### config.mk
export PLATFORM = sky130hd
export DESIGN_NAME = uart_rx_ctrl
export DESIGN_NICKNAME = d
export VERILOG_FILES = /design/src/rtl/uart_rx_ctrl.sv
export SDC_FILE = /design/constraint.sdc
export NUM_CORES = 1
export LEC_CHECK = 0
export CORE_UTILIZATION = 62
export CTS_BUF_LIST = sky130_fd_sc_hd__clkbuf_4 sky130_fd_sc_hd__clkbuf_8
export CTS_CLUSTER_DIAMETER = 200
export DETAILED_ROUTE_END_ITERATION = 8
export PLACE_DENSITY = 0.87
export SLEW_MARGIN = 20
export SYNTH_ARGS = -nofsm -noshare
export SYNTH_HDL_FRONTEND = slang
export SYNTH_SLANG_ARGS = --single-unit
### constraint.sdc
create_clock -name clk -period 7.3 [get_ports clk]
set_input_delay 1.095 -clock clk [delete_from_list [all_inputs] [get_ports clk]]
set_output_delay 1.095 -clock clk [all_outputs]
set_load 0.1 [all_outputs]
### src/rtl/uart_rx_ctrl.sv
// uart_rx_ctrl: controller around a UART receiver core.
//   Owns the active frame configuration (baud divisor, stop bits, parity).
//   Generates the baud tick. Arms and disarms the receiver. Buffers received
//   bytes in a small FIFO that drains over a valid/ready stream.
//   New configuration is staged as "pending" and is only made active in a
//   dedicated APPLY state. The receiver is idle in that state, so a frame
//   never sees its settings change part-way through.
//
// Ports
//   clk, rst                 clock, asynchronous active-high reset
//   enable                   arm receiver; when low, stop after current frame
//   cfg_wr                   strobe: latch cfg_div/cfg_stop_bits/cfg_parity
//   cfg_div                  clk cycles per baud tick minus one
//   cfg_stop_bits            1 or 2 (0 and 3 read as 1)
//   cfg_parity               0 none, 1 even, 2 odd (3 reads as none)
//   rx_busy, rx_done         receiver status; rx_done is a one-cycle pulse
//   rx_data, rx_err          received byte and its error flag, valid with rx_done
//   rx_start                 receiver enable
//   baud_tick                one-cycle pulse per baud period
//   stop_bits, parity        active settings presented to the receiver
//   m_valid/m_ready          byte stream handshake out of the FIFO
//   m_data/m_err             head-of-FIFO byte and its error flag
//   overrun                  sticky "byte dropped on full FIFO"; cleared by cfg_wr
//   fifo_count               FIFO occupancy
module uart_rx_ctrl #(
  parameter int unsigned DIV_W      = 16,
  parameter int unsigned FIFO_DEPTH = 4
) (
  input  logic                          clk,
  input  logic                          rst,
  input  logic                          enable,
  input  logic                          cfg_wr,
  input  logic [DIV_W-1:0]              cfg_div,
  input  logic [1:0]                    cfg_stop_bits,
  input  logic [1:0]                    cfg_parity,
  input  logic                          rx_busy,
  input  logic                          rx_done,
  input  logic [7:0]                    rx_data,
  input  logic                          rx_err,
  output logic                          rx_start,
  output logic                          baud_tick,
  output logic [1:0]                    stop_bits,
  output logic [1:0]                    parity,
  output logic                          m_valid,
  input  logic                          m_ready,
  output logic [7:0]                    m_data,
  output logic                          m_err,
  output logic                          overrun,
  output logic [$clog2(FIFO_DEPTH):0]   fifo_count
);

  localparam int unsigned PTR_W   = $clog2(FIFO_DEPTH);
  localparam int unsigned CNT_W   = PTR_W + 1;
  localparam int unsigned ENTRY_W = 9;  // {err, data}

  typedef enum logic [1:0] {
    ST_OFF   = 2'd0,
    ST_ARM   = 2'd1,
    ST_RECV  = 2'd2,
    ST_APPLY = 2'd3
  } state_e;

  // ---------------------------------------------------------------------------
  // State and registers
  // ---------------------------------------------------------------------------
  state_e               state_q, state_d;
  logic                 rx_start_q, rx_start_d;
  logic                 apply_c;

  logic                 pend_q, pend_d;
  logic [DIV_W-1:0]     pend_div_q, pend_div_d;
  logic [1:0]           pend_stop_q, pend_stop_d;
  logic [1:0]           pend_par_q, pend_par_d;

  logic [DIV_W-1:0]     act_div_q, act_div_d;
  logic [1:0]           act_stop_q, act_stop_d;
  logic [1:0]           act_par_q, act_par_d;

  logic [DIV_W-1:0]     baud_cnt_q, baud_cnt_d;
  logic                 baud_tick_q, baud_tick_d;

  logic [ENTRY_W-1:0]   mem_q [FIFO_DEPTH];
  logic [PTR_W-1:0]     wr_ptr_q, wr_ptr_d;
  logic [PTR_W-1:0]     rd_ptr_q, rd_ptr_d;
  logic [CNT_W-1:0]     count_q, count_d;
  logic                 m_valid_q, m_valid_d;
  logic [ENTRY_W-1:0]   head_q, head_d;
  logic                 overrun_q, overrun_d;

  logic                 push_c;
  logic                 pop_c;
  logic                 full_c;
  logic                 push_ok_c;
  logic [ENTRY_W-1:0]   rx_entry_c;

  // ---------------------------------------------------------------------------
  // Control FSM: next state
  // ---------------------------------------------------------------------------
  always_comb begin
    state_d = state_q;
    apply_c = 1'b0;
    unique case (state_q)
      ST_OFF: begin
        if (pend_q) begin
          state_d = ST_APPLY;
        end else if (enable) begin
          state_d = ST_ARM;
        end
      end
      ST_ARM: begin
        // A starting frame wins over pending config; config waits for the next idle gap.
        if (rx_busy) begin
          state_d = ST_RECV;
        end else if (pend_q) begin
          state_d = ST_APPLY;
        end else if (!enable) begin
          state_d = ST_OFF;
        end
      end
      ST_RECV: begin
        if (rx_done) begin
          state_d = enable ? ST_ARM : ST_OFF;
        end
      end
      ST_APPLY: begin
        apply_c = 1'b1;
        state_d = enable ? ST_ARM : ST_OFF;
      end
      default: state_d = ST_OFF;
    endcase
    // Registered copy of the state decode, so rx_start lines up with state_q.
    rx_start_d = (state_d == ST_ARM) || (state_d == ST_RECV);
  end

  // ---------------------------------------------------------------------------
  // Pending / active configuration
  // ---------------------------------------------------------------------------
  always_comb begin
    pend_d      = pend_q;
    pend_div_d  = pend_div_q;
    pend_stop_d = pend_stop_q;
    pend_par_d  = pend_par_q;
    act_div_d   = act_div_q;
    act_stop_d  = act_stop_q;
    act_par_d   = act_par_q;

    if (apply_c) begin
      act_div_d  = pend_div_q;
      act_stop_d = pend_stop_q;
      act_par_d  = pend_par_q;
      pend_d     = 1'b0;
    end

    // Applied after the APPLY copy so a write landing in APPLY stays pending.
    if (cfg_wr) begin
      pend_d      = 1'b1;
      pend_div_d  = cfg_div;
      pend_stop_d = (cfg_stop_bits == 2'd2) ? 2'd2 : 2'd1;
      pend_par_d  = (cfg_parity == 2'd3) ? 2'd0 : cfg_parity;
    end
  end

  // ---------------------------------------------------------------------------
  // Baud generator: tick in the cycle the counter sits at zero
  // ---------------------------------------------------------------------------
  always_comb begin
    baud_cnt_d = baud_cnt_q;
    if (apply_c) begin
      baud_cnt_d = pend_div_q;
    end else if (baud_cnt_q == '0) begin
      baud_cnt_d = act_div_q;
    end else begin
      baud_cnt_d = baud_cnt_q - DIV_W'(1);
    end
    baud_tick_d = (baud_cnt_d == '0);
  end

  // ---------------------------------------------------------------------------
  // Receive FIFO
  // ---------------------------------------------------------------------------
  assign rx_entry_c = {rx_err, rx_data};
  assign push_c     = (state_q == ST_RECV) && rx_done;
  assign pop_c      = m_valid_q && m_ready;
  assign full_c     = (count_q == CNT_W'(FIFO_DEPTH));
  // A pop in the same cycle frees the slot a full FIFO needs.
  assign push_ok_c  = push_c && (!full_c || pop_c);

  always_comb begin
    wr_ptr_d  = wr_ptr_q;
    rd_ptr_d  = rd_ptr_q;
    count_d   = count_q;
    overrun_d = overrun_q;

    if (push_ok_c) begin
      wr_ptr_d = wr_ptr_q + PTR_W'(1);
    end
    if (pop_c) begin
      rd_ptr_d = rd_ptr_q + PTR_W'(1);
    end

    unique case ({push_ok_c, pop_c})
      2'b10:   count_d = count_q + CNT_W'(1);
      2'b01:   count_d = count_q - CNT_W'(1);
      default: count_d = count_q;
    endcase

    if (cfg_wr) begin
      overrun_d = 1'b0;
    end
    if (push_c && !push_ok_c) begin
      overrun_d = 1'b1;
    end

    m_valid_d = (count_d != '0);

    // Head register mirrors the entry at the new read pointer, including a
    // byte written on this same edge.
    if (push_ok_c && (wr_ptr_q == rd_ptr_d)) begin
      head_d = rx_entry_c;
    end else begin
      head_d = mem_q[rd_ptr_d];
    end
  end

  // Storage carries no reset; validity is tracked by the pointers and count.
  always_ff @(posedge clk) begin
    if (push_ok_c) begin
      mem_q[wr_ptr_q] <= rx_entry_c;
    end
  end

  // ---------------------------------------------------------------------------
  // Register update
  // ---------------------------------------------------------------------------
  always_ff @(posedge clk or posedge rst) begin
    if (rst) begin
      state_q     <= ST_OFF;
      rx_start_q  <= 1'b0;
      pend_q      <= 1'b0;
      pend_div_q  <= '0;
      pend_stop_q <= 2'd1;
      pend_par_q  <= 2'd0;
      act_div_q   <= '0;
      act_stop_q  <= 2'd1;
      act_par_q   <= 2'd0;
      baud_cnt_q  <= '0;
      baud_tick_q <= 1'b0;
      wr_ptr_q    <= '0;
      rd_ptr_q    <= '0;
      count_q     <= '0;
      m_valid_q   <= 1'b0;
      head_q      <= '0;
      overrun_q   <= 1'b0;
    end else begin
      state_q     <= state_d;
      rx_start_q  <= rx_start_d;
      pend_q      <= pend_d;
      pend_div_q  <= pend_div_d;
      pend_stop_q <= pend_stop_d;
      pend_par_q  <= pend_par_d;
      act_div_q   <= act_div_d;
      act_stop_q  <= act_stop_d;
      act_par_q   <= act_par_d;
      baud_cnt_q  <= baud_cnt_d;
      baud_tick_q <= baud_tick_d;
      wr_ptr_q    <= wr_ptr_d;
      rd_ptr_q    <= rd_ptr_d;
      count_q     <= count_d;
      m_valid_q   <= m_valid_d;
      head_q      <= head_d;
      overrun_q   <= overrun_d;
    end
  end

  // ---------------------------------------------------------------------------
  // Outputs
  // ---------------------------------------------------------------------------
  assign rx_start   = rx_start_q;
  assign baud_tick  = baud_tick_q;
  assign stop_bits  = act_stop_q;
  assign parity     = act_par_q;
  assign m_valid    = m_valid_q;
  assign m_data     = head_q[7:0];
  assign m_err      = head_q[8];
  assign overrun    = overrun_q;
  assign fifo_count = count_q;

endmodule

==> metrics, run 1 <==
syn_nets=429; Die Wd=90.73 um; worst-case clock buffer depth=2; dpl cell area=5505 um^2; final setup fails=0; Post-layout nets=489; main combinational cell family by area after synthesis=simple AND/OR/NAND/NOR gates; worst-skew pair later-pin latency=440 ps; Worst-path clk slew=80 ps; element type at the critical path end=flip-flop; FFs w/ async S/R, synth=0.6870; CP top delay family=XOR/XNOR gates; fraction of layout cells with a size suffix above 1=0.1725; Worst EP required=7620 ps; reg2reg start=baud_cnt_q[2]; Fin Setup TNS=0 ps; clock skew=8.869 ps; CP Capture Point=head_q[3]; CP startpoint=m_ready; vias in the first global route=3519; DRT Wirelength=9.999 mm; nature of the critical path startpoint=primary input; Synth Warn #=0; Logic pwr share=0.431; Final Max Tran Viols=0; I/O Pins=56; CTS Hold Bufs=0; most used cell, CP=nand2_1; RSZ-0062 raised after global routing=false; post-layout min period=3478 ps; Slowest-stage cell, CP=xor2_1; simple-gate share of the synthesized area=0.1154; outcome=completed; port bufs=55; Rows=31; first-pass GRT wire length=16.62 mm; final hold vios=0; CTS buffer count=17; Inst Count DP=525; RePlAce Congestion=0.8783; hold crit path type=reg -> reg; Post-route DRC=0; post-synthesis instance total=385; register share of total power=0.349; Post-synth EDFFs=36; Fillers=426; fin area=5918 um^2; Initial Util=0.6554; Sw Share=0.4362; initial DRC count=211; post-synthesis mux area share=0.09921; CTS tree=built; Slew headroom=0.2365; gr usage total=0.2700; fin crit share=0.4764; crit-path cells=clkdlybuf4s50_1 > nand2_1 > inv_1 > nand2_1 > xor2_1 > xnor2_1 > nand3_1 > mux2_2; Via-to-Cell Ratio=5.788; Max Fclk=0.2876 GHz; CP arrival=3800 ps; worst-case vdd ir drop=0.3627 mV; Non-Filler Instances=557; Worst Path Buf+Inv=2; Avg Cell Area, Syn=12.68 um^2; Sw Pwr=1.227 mW; Worst Reg2Reg Path Length in Cells=7; First-pass DRT Iterations=6; Pwr Density=475.5 nW/um^2; clock sinks=115; Synth Area in XOR/XNOR=0.02871; n_diodes=0; Yosys cell types=45; Reg-to-Reg End=baud_tick; Area Growth Syn to Fin=21.25%; mapped cell area=4881 um^2; register area share after synthesis=0.6270; initial antenna violation count=0; die area=8231 um^2; Main synth FF type=dfrtp_1; Worst Tran Pin Value=1141 ps; WS Path Type=in -> reg; DR vias=3224; max incr delay on CP=880 ps; DIE HEIGHT=90.73 um; reg-to-reg slack, setup=4020 ps; pin count of the biggest net entering global routing=80; root buffer cell=clkbuf_8; core box area=7447 um^2; Post-CTS Setup Bufs=0; Hold Worst Slack=457.7 ps; Seq cells post-synth=115; Final HPWL DP=6.385 mm; H-tree Lvls=4; Leak=2.440 nW; per-cell routed wire length=17.95 um; Tot Pwr=2.814 mW; Crit path depth=8; Routed Antenna Nets=0; Clk network pwr share=0.220; Synth Area in Adders=0.02205; Synth Area in Compound Gates=0.07742; Congestion Overflow GR=0; Resized cells post-CTS=0; max_cap viols=0; critical-path maximum fanout=11; Int Pwr=1.587 mW
## worst min path at each step
stage                        start           end  slack, ps  cells past startpoint
global route        pend_stop_q[0]  stop_bits[0]        470                      2
floorplan           pend_stop_q[0]  stop_bits[0]        430                      2
finish              pend_stop_q[0]  stop_bits[0]        460                      2
CTS                 pend_stop_q[0]  stop_bits[0]        460                      2
global placement    pend_stop_q[0]  stop_bits[0]        440                      2
detailed placement  pend_stop_q[0]  stop_bits[0]        450                      2
## sequential cells by signal, summed over array words and instances (netlist names)
signal	flops
pend_div_q	16
pend_stop_q	2
rd_ptr_q	2
act_div_q	16
parity	2
state_q	2
mem_q	36
head_q	9
pend_q	1
rx_start	1
wr_ptr_q	2
baud_tick	1
stop_bits	2
overrun	1
fifo_count	3
pend_par_q	2
m_valid	1
baud_cnt_q	16
## Yosys cell counts, types with 2 or more instances
| cell type | instances | area (um^2) |
|---|---|---|
| or3_1 | 4 | 25.02 |
| nand2_1 | 66 | 247.7 |
| o221ai_1 | 5 | 43.79 |
| xor2_1 | 11 | 96.34 |
| a211oi_1 | 2 | 15.01 |
| dfrtp_1 | 77 | 1927 |
| nor4_1 | 2 | 12.51 |
| and3_1 | 3 | 18.77 |
| o21ai_0 | 16 | 80.08 |
| nand3b_1 | 5 | 37.54 |
| nor3_1 | 10 | 50.05 |
| o31ai_1 | 3 | 22.52 |
| a21oi_1 | 7 | 35.03 |
| nor4_2 | 2 | 25.02 |
| edfxtp_1 | 36 | 1081 |
| mux2_2 | 25 | 281.5 |
| nand4_1 | 2 | 12.51 |
| and2_1 | 5 | 31.28 |
| o21ai_1 | 7 | 35.03 |
| clkbuf_1 | 13 | 48.80 |
| o21a_1 | 3 | 22.52 |
| nor2_1 | 10 | 37.54 |
| nand3_1 | 4 | 20.02 |
| a31oi_1 | 3 | 18.77 |
| buf_1 | 2 | 7.510 |
| mux4_2 | 9 | 202.7 |
| o221ai_2 | 2 | 30.03 |
| a21boi_0 | 2 | 15.01 |
| dfstp_2 | 2 | 52.55 |
| xnor2_1 | 5 | 43.79 |
| ha_1 | 7 | 87.58 |
| inv_1 | 20 | 75.07 |
| o22ai_1 | 3 | 18.77 |
## power by group through the flow
stage / clock [mW] / sequential [mW] / combinational (mW)
floorplan: 0 / 1.32 / 0.587
global placement: 0 / 0.981 / 1.16
detailed placement: 0 / 0.985 / 1.21
CTS: 0.626 / 0.979 / 1.22
global route: 0.656 / 1.00 / 1.31
finish: 0.618 / 0.982 / 1.21
## worst reg2reg max path: stages, from the launching register on
cell	delay, ps
dfrtp_1	420
nor3_1	820
nand4b_1	540
o21ai_1	350
o221ai_2	140
nor4_1	440
nand3b_1	180
nor4_2	290
## per-stage QoR
step	worst slack (ps)	util
floorplan	4185	-
global placement	3504	0.7392
detailed placement	3378	0.7392
CTS	3824	0.7954
global route	3687	0.7947
finish	3822	0.7947
## layout make-up
| class | instances | area (um^2) | share of cell area |
|---|---|---|---|
| Clock buffer | 17 | 234.0 | 0.03953 |
| Multi-Input combinational cell | 233 | 1673 | 0.2827 |
| Tap cell | 99 | 123.9 | 0.02093 |
| Sequential cell | 115 | 3060 | 0.5171 |
| Inverter | 20 | 75.07 | 0.01268 |
| Timing Repair Buffer | 58 | 568.0 | 0.09598 |
| Clock inverter | 15 | 183.9 | 0.03108 |
## layer usage
| metal | up-vias | global-route usage | routed length, um |
|---|---|---|---|
| met2 | 83 | 0.4735 | 5452 |
| met5 | - | 0 | 0 |
| met1 | 1633 | 0.3062 | 3975 |
| li1 | 1493 | - | - |
| met3 | 15 | 0.06987 | 378 |
| met4 | 0 | 0.1304 | 193 |
## placed cells by master, fill, tap and decap left out, drive strengths merged, types with 7 or more instances in the layout
| cell | n |
|---|---|
| clkdlybuf4s50 | 54 |
| o21ai | 24 |
| o221ai | 7 |
| inv | 31 |
| xor2 | 11 |
| mux4 | 9 |
| dfrtp | 77 |
| clkbuf | 17 |
| nor2 | 10 |
| edfxtp | 36 |
| nor3 | 10 |
| ha | 7 |
| mux2 | 25 |
| a21oi | 7 |
| nand2 | 66 |
## cell families (layout without fill, tap and decap cells)
group	count (synthesis)	count (layout)
simple gates	118	118
flops	115	115
compound gates	57	57
buf+inv	37	110
mux	34	34
xor+xnor	16	16
fa+ha+maj	8	8
(Power assumes the default switching activity.)
==> inputs of run 2 (changes only) <==
--- a/config.mk
+++ b/config.mk
@@ -5,11 +5,11 @@
 export SDC_FILE = /design/constraint.sdc
 export NUM_CORES = 1
 export LEC_CHECK = 0
-export CORE_UTILIZATION = 62
+export CORE_UTILIZATION = 58
 export CTS_BUF_LIST = sky130_fd_sc_hd__clkbuf_4 sky130_fd_sc_hd__clkbuf_8
 export CTS_CLUSTER_DIAMETER = 200
 export DETAILED_ROUTE_END_ITERATION = 8
-export PLACE_DENSITY = 0.87
+export PLACE_DENSITY = 0.82
 export SLEW_MARGIN = 20
 export SYNTH_ARGS = -nofsm -noshare
 export SYNTH_HDL_FRONTEND = slang
==> constraint.sdc (replaced) <==
create_clock -name clk -period 3.5 [get_ports clk]
set_input_delay 0.525 -clock clk [delete_from_list [all_inputs] [get_ports clk]]
set_output_delay 0.525 -clock clk [all_outputs]
set_load 0.1 [all_outputs]
==> run 2 against run 1 <==
Compared with the run above: hold slack better by 9.7 ps; sequential power increased by 110%; total power increased by 100%; sequential share of layout area is 0.12 points higher; critical path depth is 1 lower; combinational power is 110% higher; clock skew rose by 6.6 ps; flip-flop and latch count unchanged; cell count rose by 1.8%; critical path type is now reg -> reg; largest cell class unchanged; largest power group unchanged.
==> metrics, run 2 (synthesis gave the netlist of run 1 again) <==
CP top delay family=simple AND/OR/NAND/NOR gates; Area Growth Syn to Fin=20.97%; Leak=2.424 nW (-0.67%); H-tree Lvls=4 (unchanged); CTS tree=built; Fillers=529 (+24%); WS Path Type=reg -> reg; Via-to-Cell Ratio=5.769 (-0.33%); Post-layout nets=493 (+0.82%); post-layout min period=2818 ps; reg2reg start=baud_cnt_q[8]; First-pass DRT Iterations=4 (-2); Max Fclk=0.3549 GHz; Pwr Density=972.5 nW/um^2 (+100%); Rows=33 (+6.5%); n_diodes=0 (unchanged); initial antenna violation count=0 (unchanged); clock skew=15.47 ps (+6.605 ps); max FFs per register=36 (unchanged); critical-path maximum fanout=9 (-2); CP arrival=3130 ps (-670 ps); worst-case clock buffer depth=2 (unchanged); initial DRC count=244 (+16%); fin crit share=0.8051; I/O Pins=56 (unchanged); Post-route DRC=0 (unchanged); CTS Hold Bufs=0 (unchanged); RSZ-0062 raised after global routing=false; Worst Path Buf+Inv=0 (-2); max incr delay on CP=600 ps (-280 ps); Sw Share=0.4397 (+0.003581); Logic pwr share=0.446 (+0.015); Routed Antenna Nets=0 (unchanged); register share of total power=0.358 (+0.009); element type at the critical path end=flip-flop; worst-case vdd ir drop=0.6982 mV (+93%); most frequent cells in the layout=dfrtp_1 (77), nand2_1 (66), clkdlybuf4s50_1 (53); Int Pwr=3.217 mW (+100%); Most flops, register=mem_q; outcome=completed; clock sinks=115 (unchanged); per-cell routed wire length=17.77 um (-1.0%); DIE HEIGHT=93.74 um (+3.3%); DRT Wirelength=10.07 mm (+0.74%); pin count of the biggest net entering global routing=80 (unchanged); Worst Tran Pin Value=1006 ps (-135.7 ps); area of the multi-input gates=1673 um^2 (unchanged); Worst-path clk slew=70 ps (about the same); Tot Pwr=5.742 mW (+100%); port bufs=55 (unchanged); Resized cells post-CTS=0 (unchanged); commonest non-fill, non-tap cell in the layout=dfrtp_1; die area=8786 um^2 (+6.7%); Slew headroom=0.3275 (+0.09093); Post-CTS Setup Bufs=0 (unchanged); vias in the first global route=3301 (-6.2%); HP Start=pend_stop_q[0]; hold crit path type=reg -> reg; Die Wd=93.74 um (+3.3%); Storage cell area=3060 um^2 (unchanged); root buffer cell=clkbuf_8; fraction of layout cells with a size suffix above 1=0.1797 (+0.007165); CP startpoint=baud_cnt_q[8]; first-pass GRT wire length=16.48 mm (-0.87%); CTS buffer count=17 (unchanged); nature of the critical path startpoint=flip-flop; crit-path cells=or4_1 > or4_4 > o21ai_1 > o221ai_2 > nor4_1 > nand3b_1 > nor4_2; gr usage total=0.2573 (-0.01270); worst-skew pair later-pin latency=420 ps (-20 ps); Final Max Tran Viols=0 (unchanged); final hold vios=0 (unchanged); core box area=8175 um^2 (+9.8%); max_cap viols=0 (unchanged); Worst EP required=3820 ps (-3800 ps); Clk network pwr share=0.197 (-0.023); final setup fails=0 (unchanged); Fin Setup TNS=0 ps (unchanged); Initial Util=0.5970 (-0.05838); DR vias=3271 (+1.5%); Congestion Overflow GR=0 (unchanged); Final HPWL DP=6.830 mm (+7.0%); Sw Pwr=2.525 mW (+110%); RePlAce Congestion=0.8582 (-2.3%); Slowest-stage cell, CP=or4_1
run 2: power by group through the flow:
| stage | clock (mW) | sequential, mW | combinational [mW] |
|---|---|---|---|
| global route | 1.19 | 2.09 | 2.75 |
| floorplan | 0 | 2.75 | 1.22 |
| CTS | 1.14 | 2.05 | 2.56 |
| finish | 1.13 | 2.05 | 2.56 |
| global placement | 0 | 2.04 | 2.47 |
| detailed placement | 0 | 2.07 | 2.55 |
run 2: final timing paths:
path,endpoint,slack [ps],depth (start not counted)
max in group asynchronous,act_div_q[6],2410,3
min in group asynchronous,wr_ptr_q[1],610,3
setup reg to reg,baud_tick,680,7
hold reg to reg,stop_bits[0],470,2
hold / removal,stop_bits[0],470,2
setup / recovery,baud_tick,680,7
run 2: layer usage:
layer | routed length (um) | share of wire | GRT usage
met1 | 4393 | 0.44 | 0.3665
met5 | 0 | 0 | 0
met2 | 4982 | 0.49 | 0.3863
met4 | 130 | 0.013 | 0.09359
met3 | 567 | 0.056 | 0.06553
run 2: per-stage QoR:
stage | hold WS (ps) | worst slack (ps) | std cells | utilization | instance area [um^2]
after floorplan | 434.9 | 556.7 | 385 | - | 4881
after global placement | 439.9 | 787.7 | 535 | 0.6777 | 5540
after detailed placement | 452.4 | 701.6 | 535 | 0.6777 | 5540
after CTS | 470.0 | 699.6 | 567 | 0.7224 | 5906
after global routing | 500.5 | 447.0 | 567 | 0.7222 | 5904
final | 467.3 | 682.2 | 567 | 0.7222 | 5904
run 2: final cells by class:
| class | count | area share |
|---|---|---|
| timing repair buffer | 62 | 0.1015 |
| inverter | 20 | 0.01271 |
| sequential | 115 | 0.5183 |
| clock inverter | 15 | 0.02225 |
| clock buffer | 17 | 0.03963 |
| tap | 105 | 0.02225 |
| multi-input combinational | 233 | 0.2833 |
run 2: tightest hold or removal path: cells and delay by family, from the launching register on:
kind             cells  cell delay (ps)
flip-flops           1              370
AND/OR/NAND/NOR      2              100
==> RTL edit 1, RTL diff (config.mk and constraints of run 1) <==
`DIV_W`: 16 -> 20.
--- a/src/rtl/uart_rx_ctrl.sv
+++ b/src/rtl/uart_rx_ctrl.sv
@@ -25,3 +25,3 @@
 module uart_rx_ctrl #(
-  parameter int unsigned DIV_W      = 16,
+  parameter int unsigned DIV_W      = 20,
   parameter int unsigned FIFO_DEPTH = 4
Ports: changed (resized cfg_div); port bits go from 56 to 60. No check against the original RTL was run, so the function may have changed too.
==> RTL edit 1 against run 1 <==
Final area rose by 11%. Critical endpoint is now m_valid. Power rose by 7.3%. Fmax rose by 6.1%. Sequential cell count rose by 12. Clock power rose by 3.7%. Area after synthesis rose by 11%. Worst setup slack improved by 200 ps. Routed wire length rose by 11%.
==> RTL edit 1: results (changes against run 1) <==
STA
  • Final period utilization: 44.88% (-2.8 points)
  • Clock skew: 9.624 ps (+0.7547 ps)
  • Final hold slack: 474.2 ps (+16.53 ps)

Setup path
  • Slowest Stage Delay on Critical Path: 590 ps (-290 ps)
  • Reg2reg setup slack: 4190 ps (+170 ps)
  • CP arrival: 3590 ps (-210 ps)
  • Worst r2r src: baud_cnt_q[6]
  • Crit path max fanout: 9 (-2)
  • Slowest cell on crit path: a31oi_1
  • Worst reg2reg endpoint: baud_tick
  • Family with the most delay on the worst path: buffers and inverters

Hold path
  • Hold path endpoint: act_div_q[9]
  • Hold_sp: act_div_q[9]

Detailed routing
  • Total Routed Length: 11060 um (+11%)
  • DR vias: 3609 (+12%)
  • Routed wire length on met2: 5922 um (+8.6%)
  • Met1 WL: 4318 um (+8.6%)
  • Pre-antenna DRT Iters: 4 (-2)
  • Starting DRT DRC Count: 139 (-34%)

Synthesis
  • Post-synth cell types: 51 (+13%)
  • Mapped Nets: 472 (+10%)
  • Synth Area per Inst: 12.83 sq um (+1.2%)
  • Synth async-reset ratio: 71.65% (+3.0 points)
  • Sequential area share after synthesis: 61.79% (-0.91 points)
  • Top cells by area, synth: dfrtp_1 (41%), edfxtp_1 (20%), mux2_2 (6.0%)

Outcome
  • Status: complete, no violations

Cells and area
  • Final non-filler cell total: 609 (+9.3%)
  • Share of cells above drive strength 1: 17.66% (+0.41 points)
  • Fin nets: 539 (+10%)
  • Filler instances: 499 (+17%)

Global route
  • Met2 track demand over resource: 46.49% (-0.86 points)
  • Largest net degree at the start of global routing: 75 (-6.3%)
  • Vias in the first global route: 3752 (+6.6%)
  • Routing usage on met1: 30.61% (about the same)
  • Initial antenna violation count: 0 (unchanged)
  • First-pass GRT wire length: 17640 um (+6.1%)
  • Gr usage total: 26.73% (-0.28 points)

Power
  • Worst vdd ir: 0.3968 mV (+9.4%)
  • Switch Pwr: 1.286 mW (+4.8%)
  • Clock share of power: 21.2% (-0.8 points)
  • Sequential Power Share: 36.7% (+1.8 points)
  • Total power: 3.020 mW (+7.3%)
  • Pleak: 2.705 nW (+11%)

Placed design
  • Place WS: 3416 ps (+38.14 ps)
  • HPWL Detailed: 7247 um (+13%)
  • Post-DP Area: 0.006126 sq mm (+11%)
  • # placed instances: 577 (+9.9%)
  • Final GP Congestion: 0.8860 (+0.88%)
  • I/O Buffers: 59 (+7.3%)
==> RTL edit 1: worst max-delay path by stage <==
stage          startpoint           end  slack [ps]  cells after the start
6_report          m_ready       m_valid        4020                     11
5_1_grt           m_ready       m_valid        3930                     11
4_1_cts           m_ready     head_q[6]        3850                      8
3_5_place_dp      m_ready     head_q[6]        3420                      8
3_3_place_gp      m_ready     head_q[2]        3580                      8
2_1_floorplan         rst  act_div_q[0]        3840                      1
==> RTL edit 1: cell type report <==
type | instances | area [sq um] | area share, %
clock inverters | 14 | 180.2 | 2.749
multi-input cells | 265 | 1956 | 29.83
flip-flops and latches | 127 | 3361 | 51.27
inverters | 17 | 65.06 | 0.9926
clock buffers | 18 | 241.5 | 3.684
repair buffers | 63 | 620.6 | 9.467
well taps | 105 | 131.4 | 2.004
==> RTL edit 1: cells by family after synthesis <==
logic type	share of synthesized area, %
simple gates	13.11
fa+ha+maj	1.978
buf+inv	2.393
mux	10.83
flops	61.79
compound gates	6.188
xor+xnor	3.704
==> RTL edit 2, RTL diff (config.mk and constraints of run 1) <==
Made on the original files. Make the reset (`rst`) synchronous in one clocked block. Comments in the files are not updated.
--- a/src/rtl/uart_rx_ctrl.sv
+++ b/src/rtl/uart_rx_ctrl.sv
@@ -234,3 +234,3 @@
   // ---------------------------------------------------------------------------
-  always_ff @(posedge clk or posedge rst) begin
+  always_ff @(posedge clk) begin
     if (rst) begin
Formal check against the unedited RTL: differs if rst is asserted again (counterexample within 4 cycles, from zero or initial values and one cycle with rst high); with rst held inactive, the same outputs for 10 cycles.
==> RTL edit 2 against run 1 <==
Worst setup slack improved by 310 ps. Final area fell by 2.9%. Power fell by 25%. Synthesized cell count rose by 16%. Combinational power fell by 40%. Critical endpoint is now head_q[6]. Hold slack improved by 1.5 ps. Global-route usage rose by 1.1 points. Core utilization fell by 1.1 points. Area after synthesis fell by 2.4%. Routed wire length rose by 1.9%. Sequential cell count did not move. Count of clock-buffer cells in the layout did not move. First-iteration DRC count rose by 2.4%.
==> RTL edit 2: results (changes against run 1) <==
Outcome
  • Status: complete, no violations

Setup path
  • Worst r2r src: baud_cnt_q[0]
  • Worst reg2reg endpoint: baud_tick
  • Worst r2r path cells: 9 (+2)
  • Crit path max fanout: 9 (-2)
  • CP arrival: 3460 ps (-340 ps)
  • Critical Path Sink: head_q[6]
  • Critical path startpoint: m_ready
  • Reg2reg setup slack: 4390 ps (+370 ps)

Global route
  • Largest net degree at the start of global routing: 80 (unchanged)
  • Vias in the first global route: 3455 (-1.8%)
  • First-pass GRT wire length: 16550 um (-0.46%)
  • Gr usage total: 28.07% (+1.1 points)

Synthesis
  • Commonest cells in the netlist: dfxtp_1 (79), nor2_1 (58), nand2_1 (50)
  • Post-synth cell types: 52 (+16%)
  • XOR/XNOR share of the synthesized area: 2.942% (+0.071 points)
  • Sequential area share after synthesis: 55.90% (-6.8 points)
  • Compound-cell area share of the yosys netlist: 9.299% (+1.6 points)
  • Mapped Nets: 491 (+14%)
  • Mux contribution to synthesized area: 9.509% (-0.41 points)
  • Top cells by area, synth: dfxtp_1 (33%), edfxtp_1 (23%), mux2i_1 (5.3%)
  • Adder-cell share of the synthesized area: 2.259% (+0.054 points)
  • Top FF cell, synth: dfxtp_1
  • Synth async-reset ratio: 0% (-69 points)

Clock network
  • CTS clock-pin slew for the worst setup and hold paths: 80 ps (about the same)
  • Max Buffers Root-to-Sink: 2 (unchanged)
  • Num CTS Buffers: 17 (unchanged)
  • Post-CTS Resized: 0 (unchanged)
  • Postcts setup bufs: 0 (unchanged)

Placed design
  • I/O Buffers: 55 (unchanged)
  • HPWL Detailed: 6278 um (-1.7%)
  • Final GP Congestion: 0.8056 (-8.3%)
  • Post-DP Area: 0.005345 sq mm (-2.9%)

Power
  • Pleak: 2.176 nW (-11%)
  • Worst vdd ir: 0.2075 mV (-43%)
  • Net Sw Frac: 36.83% (-6.8 points)

Cells and area
  • Antenna cell count: 0 (unchanged)
  • Share of cells above drive strength 1: 11.09% (-6.2 points)
  • Biggest register: mem_q
  • Max reg flops: 36 (unchanged)
  • Fin nets: 545 (+11%)

STA
  • Tightest Pin Transition: 1001 ps (-140.8 ps)
  • Slew Limit Fails: 0 (unchanged)
  • Clock skew: 11.56 ps (+2.695 ps)

Detailed routing
  • Total Routed Length: 10190 um (+1.9%)
  • Pre-antenna DRT Iters: 4 (-2)
  • DR vias: 3514 (+9.0%)
  • Starting DRT DRC Count: 216 (+2.4%)
==> RTL edit 2: worst min-delay path by stage <==
stage	slack (ps)	end	start
final	460	stop_bits[1]	pend_stop_q[1]
after detailed placement	440	act_div_q[13]	act_div_q[13]
after floorplan	430	parity[0]	pend_par_q[0]
after global routing	480	act_div_q[8]	act_div_q[8]
after global placement	440	act_div_q[13]	act_div_q[13]
after CTS	460	act_div_q[11]	act_div_q[11]
==> RTL edit 2: cell type report <==
class                   instances  area (sq um)
well taps                      99         123.9
clock inverters                15         160.2
multi-input cells             297          1949
repair buffers                 59         575.6
inverters                      11         41.29
fillers                       437          1584
clock buffers                  17         234.0
flip-flops and latches        115          2663
==> RTL edit 2: cells by family after synthesis <==
group / Yosys count
xor+xnor: 16
flops: 115
fa+ha+maj: 8
simple gates: 162
mux: 34
compound gates: 77
buf+inv: 35
==> RTL edit 2: power groups by stage <==
stage / Combinational [mW] / Clock (mW) / Sequential (mW)
finish: 0.725 / 0.585 / 0.797
global route: 0.801 / 0.613 / 0.808
global placement: 0.689 / 0 / 0.807
floorplan: 0.496 / 0 / 0.869
detailed placement: 0.703 / 0 / 0.809
CTS: 0.724 / 0.586 / 0.796
==> RTL edit 2: layer usage <==
metal	track usage [%]	vias up	share of wire, %
met4	11.83	0	2.2
met5	0	-	0
met1	34.86	1719	42
li1	-	1687	-
met2	47.31	85	53
met3	6.581	23	3.3
==> RTL edit 2: through the flow <==
stage | hold WS, ps | utilization [%] | total power [mW] | instances | setup WS [ps]
finish | 459.2 | 78.39 | 2.107 | 613 | 4136
global route | 476.6 | 78.39 | 2.222 | 613 | 3829
CTS | 460.2 | 78.29 | 2.107 | 613 | 3805
floorplan | 432.4 | - | 1.365 | 447 | 4459
global placement | 440.0 | 72.91 | 1.496 | 581 | 3639
detailed placement | 444.2 | 72.91 | 1.512 | 581 | 3458
==> RTL edit 2: worst max-delay path: stages <==
cell	delay, ps
clkdlybuf4s50_1	470
nand2_1	130
a31oi_1	620
nand3_1	670
mux2i_1	400
nor2_1	70
